### src/rtl/alu_issue_ctrl.sv
// alu_issue_ctrl: four-phase issue/writeback sequencer feeding a shared combinational ALU
`ifndef ALU_OPCODES
`define ALU_OPCODES
`define ADD   5'd1
`define SUB   5'd2
`define MUL   5'd3
`define DIV   5'd4
`define INC   5'd5
`define DEC   5'd6
`define AND   5'd7
`define OR    5'd8
`define XOR   5'd9
`define NOT   5'd10
`define ENCRY 5'd11
`define DECRY 5'd12
`define IMMED 5'd13
`endif
module alu_issue_ctrl #(
   parameter int          REG_ADDR_W   = 3,
   parameter logic [31:0] DIV_ZERO_VAL = 32'hFFFF_FFFF
) (
   input  logic                  clk,
   input  logic                  rst_n,
   input  logic                  instr_valid,
   output logic                  instr_ready,
   input  logic [18:0]           instr,
   output logic [4:0]            alu_ctrl,
   output logic [31:0]           alu_in1,
   output logic [31:0]           alu_in2,
   input  logic [31:0]           alu_result,
   output logic                  wb_valid,
   output logic [REG_ADDR_W-1:0] wb_addr,
   output logic [31:0]           wb_data,
   output logic                  illegal_op,
   output logic                  div_zero,
   input  logic [REG_ADDR_W-1:0] dbg_addr,
   output logic [31:0]           dbg_data
);
   typedef enum logic [1:0] {IDLE, DECODE, EXEC, WB} state_t;
   state_t state, state_nx;
   logic [18:0] ir;
   logic [31:0] rf [2**REG_ADDR_W];
   logic [31:0] res;
   logic [4:0]  op;
   logic        legal, dz;
   assign op = ir[18:14];
   assign legal = op inside {`ADD, `SUB, `MUL, `DIV, `INC, `DEC, `AND, `OR, `XOR,
                             `NOT, `ENCRY, `DECRY, `IMMED};
   assign dz = (alu_ctrl == `DIV) && (alu_in2 == 32'd0);
   assign wb_data = res;
   assign dbg_data = rf[dbg_addr];
   always_ff @(posedge clk or negedge rst_n)
      if (!rst_n) state <= IDLE;
      else state <= state_nx;
   always_comb
      state_nx = (state == IDLE)   ? (instr_valid ? DECODE : IDLE) :
                 (state == DECODE) ? (legal ? EXEC : IDLE) :
                 (state == EXEC)   ? WB : IDLE;
   always_comb begin
      instr_ready = state == IDLE;
      illegal_op  = state == DECODE && !legal;
      div_zero    = state == EXEC && dz;
      wb_valid    = state == WB;
   end
   // operands are captured in DECODE, so a WB to rs1/rs2 of the same instruction cannot race
   always_ff @(posedge clk or negedge rst_n)
      if (!rst_n) begin
         ir       <= '0;
         alu_ctrl <= '0;
         alu_in1  <= '0;
         alu_in2  <= '0;
         res      <= '0;
         wb_addr  <= '0;
         for (int i = 0; i < 2**REG_ADDR_W; i++) rf[i] <= '0;
      end else begin
         if (instr_ready && instr_valid) ir <= instr;
         if (state == DECODE && legal) begin
            alu_ctrl <= op;
            alu_in1  <= rf[ir[10:8]];
            alu_in2  <= (op == `IMMED) ? {21'b0, ir[10:0]} : rf[ir[7:5]];
         end
         if (state == EXEC) begin
            res     <= dz ? DIV_ZERO_VAL : alu_result;
            wb_addr <= ir[13:11];
         end
         if (state == WB) rf[wb_addr] <= res;
      end
endmodule

### config.mk
export PLATFORM = sky130hd
export DESIGN_NAME = alu_issue_ctrl
export DESIGN_NICKNAME = d
export VERILOG_FILES = /design/src/rtl/alu_issue_ctrl.sv
export SDC_FILE = /design/constraint.sdc
export NUM_CORES = 1
export LEC_CHECK = 0
export ABC_AREA = 1
export BUFFER_PORTS_ARGS = -buffer_cell sky130_fd_sc_hd__buf_2
export CORE_MARGIN = 5
export CORE_UTILIZATION = 45
export DETAILED_ROUTE_END_ITERATION = 16
export PLACE_DENSITY_LB_ADDON = 0.08
export SKIP_LAST_GASP = 1
export SLEW_MARGIN = 10
export SYNTH_ARGS = -nofsm -noshare
export SYNTH_HDL_FRONTEND = slang
export SYNTH_SLANG_ARGS = --single-unit
### constraint.sdc
create_clock -name clk -period 2.73 [get_ports clk]
set_input_delay 0 -clock clk [delete_from_list [all_inputs] [get_ports clk]]
set_output_delay 0 -clock clk [all_outputs]
set_load 0.1 [all_outputs]
# Yosys cells after proc, flatten, opt, wreduce, memory -nomap -nowiden
# Index checks and enable logic that the tools add are counted.
# Widths: inputs -> output; s select.
# classes
magnitude_cmp,5
eq_ne,17
muxes,19
n_bitwise,4
n_reduce_logical,10
# ops
operator,count
$bmux 32 s3,3
$mux 32,9
$bwmux 256,1
$demux 32 s3,1
$logic_not 32->1,1
$eq 5x4->1 const B,6
$eq 5x3->1 const B,5
$ge 4x4->1 const B,4
$not 3->4,4
$reduce_bool 13->1,1
$eq 5x2->1 const B,2
$mux 2,4
$logic_and 1x1->1,6
$eq 5x1->1 const B,1
$eq 2x2->1 const B,2
$lt 4x1->1 const B,1
$eq 2x1->1 const B,1
$logic_not 2->1,1
$logic_not 1->1,1
$mux 1,1
# word_totals
ff_bits,381
input_bits,57
out_inout_bits,140
word_cells,70

# Longest topological paths before layout
# depth
depth_word,6
ltp_mapped,11
mapped_depth_nobuf,9

# Worst setup path before layout
# Ideal clock, no wire load.
# synth_timing
path_kind,register -> output
from,register alu_ctrl[2]
to,output port div_zero
arrival_ns,3.352
required_ns,2.730
setup_slack_ns,-0.622
path_stages_with_launch,7
path_buffers,0
path_cell_list,dfrtp_1 -> inv_1 -> nor2_1 -> nand3_1 -> inv_1 -> nand2_1 -> nor3_1
# synth_via
elab_chain_len,3
# synth_lines
element,line,text
from (decl),27,"output logic [4:0] alu_ctrl,"
from (signal assigned),78,alu_ctrl <= op;
$eq 5x3->1 (no line),-,
$logic_and 1x1->1,49,assign dz = (alu_ctrl == `DIV) && (alu_in2 == 32'd0);
$logic_and 1x1->1,62,div_zero = state == EXEC && dz;
to (decl),35,"output logic div_zero,"
# No other way between the ends.

==> results.sh <==
export IMPL_die_h_um=228
export IMPL_criticalPathCategory="flip-flop to output pin"
export IMPL_dr_pass1_iters=6
export IMPL_cp_top_family="simple AND/OR/NAND/NOR gates"
export IMPL_antenna_found_initial=0
export IMPL_top_layer="met4"
export IMPL_synth_commonest_cells="nand2_1, o21ai_0, dfrtp_1"
export IMPL_p_per_area_nw_per_um2=1430
export IMPL_rows=80
export IMPL_gp_congestion=0.861
export IMPL_grt_max_degree=141
export IMPL_grt_pass1_vias=20100
export IMPL_cp_max_fo=15
export IMPL_ff_latch_area_sq_um=9550
export IMPL_ant_nets=0
export IMPL_synth_most_common_cell="nand2_1"
export IMPL_crit_slowest_cell="nor2_4"
export IMPL_grt_overflow=0
export IMPL_ys_seq_elements=381
export IMPL_cap_violations=0
export IMPL_wl_met3_um=4320
export IMPL_worst_path_buf_inv=3
export IMPL_multi_input_area_sq_um=9740
export IMPL_start_util=0.451
export IMPL_crit_path_end_kind="output pin"
export IMPL_cts_tree="done"
export IMPL_path_clk_slew_ns=0.06
export IMPL_dr_wl_met2_um=34700
export IMPL_ys_warn_count=0
export IMPL_ys_flop_type="dfrtp_1"
export IMPL_power_leakage_nw=12.1
export IMPL_slowest_delay_ns=0.46
export IMPL_hold_path_class="input port to flip-flop"
export IMPL_dpl_instance_area_sq_um=22900
export IMPL_route_vias_total=20700
export IMPL_synth_area_leader_cell="dfrtp_1"
export IMPL_dieArea_sq_um=52000
export IMPL_synth_top_cell_area_share=0.445
export IMPL_ys_types=30
export IMPL_synth_area_sq_um=21400
export IMPL_timing_slew_headroom=0.348
export IMPL_drc=0
export IMPL_worst_pin_slew_ns=0.974
export IMPL_grt_pass1_wl_um=116000
export IMPL_synth_edff_count=0
export IMPL_antenna_cells=0
export IMPL_setup_violations=0
export IMPL_syn_avg_cell_area_sq_um=7.39
export IMPL_drt_iter0_drc=1999
export IMPL_rsz0062_at_grt="no"
export IMPL_synth_async_sr_flop_share=1.00
export IMPL_fillers=4545
export IMPL_fp_coreArea_sq_um=47400
export IMPL_hpwlAfterDp_um=43600
export IMPL_fin_crit_ns=2.32
export IMPL_drt_wl_total_um=73600
export IMPL_layout_drive_gt1_share=0.118
export IMPL_synth_cells=2897
export IMPL_portBuffers=196
export IMPL_syn_num_nets=2954
export IMPL_final_area_sq_um=25000
export IMPL_area_growth_pct=16.8
export IMPL_die_w_um=228
export IMPL_period_share=0.848
export IMPL_yosysSeqAreaShare=0.445
export IMPL_ir_drop_uv=826
export IMPL_clock_latency_ns=0.58
export IMPL_slew_viol_final=0
export IMPL_finalNetCount=3078
export IMPL_clock_sinks=381
export IMPL_finClkSkew_ns=0.0177
export IMPL_arrival_ns=2.32
export IMPL_cts_buffer_depth=3
export IMPL_rrSetupSlack_ns=0.80
export IMPL_start_kind="flip-flop"
export IMPL_fin_tns_setup_ns=0
export IMPL_via_per_inst=5.63
export IMPL_wl_met1_um=31100
export IMPL_crit_required_ns=2.73
export IMPL_cts_buffers_inserted=45
export IMPL_crit_chain="inv_1, nor2_4, inv_2, nor3_2, buf_12"
export IMPL_htree_num_levels=2
export IMPL_finalHoldViolations=0
export IMPL_pin_count=197
export IMPL_max_freq_mhz=432
export IMPL_status="finished clean"
export IMPL_routedWlPerCell_um=20.1
export IMPL_grtUsageTotal=0.277
export IMPL_yosys_top_cells_area="dfrtp_1, nand2_1, o21ai_0"
export IMPL_root_buffer="clkbuf_16"
final timing paths:
path | from | end | depth (start not counted)
setup reg to reg | ir[6] | alu_in2[3] | 7
setup / recovery | flip-flop | div_zero | 5
hold / removal | instr_valid | state[0] | 3
min in group asynchronous | rst_n | rf[236] | 3
hold reg to reg | rf[79] | rf[79] | 2
max in group asynchronous | rst_n | rf[132] | 3
registers in the layout, indices dropped and copies added (netlist names), named ones only:
name and count:
alu_ctrl 5, wb_data 32, ir 19, alu_in2 32
wb_addr 3, alu_in1 32, state 1, rf 256
logic make-up (layout without fill, tap and decap cells):
| group | count (synthesis) | after routing | synth area share |
|---|---|---|---|
| buf+inv | 428 | 584 | 0.100 |
| mux | 12 | 12 | 0.00631 |
| simple gates | 1133 | 1133 | 0.213 |
| compound gates | 943 | 943 | 0.235 |
| flops | 381 | 381 | 0.445 |
report_power, final:
group          total [mW]  internal (mW)  leakage (nW)  switching [mW]
sequential           10.2           7.97          4.90            2.23
combinational        19.2           4.93          6.48            14.3
clock                6.38           3.88         0.772            2.50
placed cells by master (no fill, tap or decap), drive strengths merged:
| master | instances |
|---|---|
| a21oi | 220 |
| bufinv | 6 |
| dfrtp | 381 |
| nand4 | 4 |
| nand3 | 120 |
| o21a | 9 |
| nor3 | 1 |
| o21bai | 7 |
| clkinv | 14 |
| clkinvlp | 1 |
| nand2 | 859 |
| buf | 241 |
| o211ai | 105 |
| nor2 | 148 |
| o21ai | 602 |
| inv | 210 |
| nand3b | 1 |
| clkbuf | 59 |
| mux2 | 12 |
| dlygate4sd3 | 53 |
metrics by stage:
step | hold WS [ns] | worst slack [ns] | instances | power [mW] | util
finish | 0.0827 | 0.414 | 3668 | 35.8 | 0.527
global route | 0.136 | 0.307 | 3668 | 38.1 | 0.527
CTS | 0.0717 | 0.391 | 3668 | 35.9 | 0.527
detailed placement | -0.131 | 0.821 | 3536 | 29.3 | 0.483
global placement | -0.128 | 0.845 | 3536 | 29.0 | 0.483
floorplan | -0.296 | 0.237 | 2897 | 24.2 | -
per-layer routing:
| layer | up-vias | track usage |
|---|---|---|
| met5 | - | 0 |
| met4 | 0 | 0.129 |
| met3 | 184 | 0.0393 |
| met2 | 766 | 0.458 |
| met1 | 9896 | 0.364 |
| li1 | 9810 | - |
timing repair:
| item | in CTS | in global routing |
|---|---|---|
| setup buffers | 0 | 0 |
| hold buffers | 53 | 0 |
| endpoints found under the setup margin | 0 | 0 |
| resized for setup | 0 | 0 |
| endpoints found under the hold margin | 432 | 0 |
area by class of cell:
| type | instances | share of cell area |
|---|---|---|
| tap | 615 | 0.0308 |
| multi-input combinational | 2088 | 0.390 |
| clock buffer | 59 | 0.0516 |
| timing repair buffer | 294 | 0.104 |
| inverter | 211 | 0.0317 |
| clock inverter | 20 | 0.0104 |
| sequential | 381 | 0.382 |
tightest hold or removal path: cells and delay by family:
| family | cells | cell delay [ns] |
|---|---|---|
| simple gates | 2 | 0.54 |
| buf+inv | 1 | 0.08 |
(Power assumes the default switching activity.)
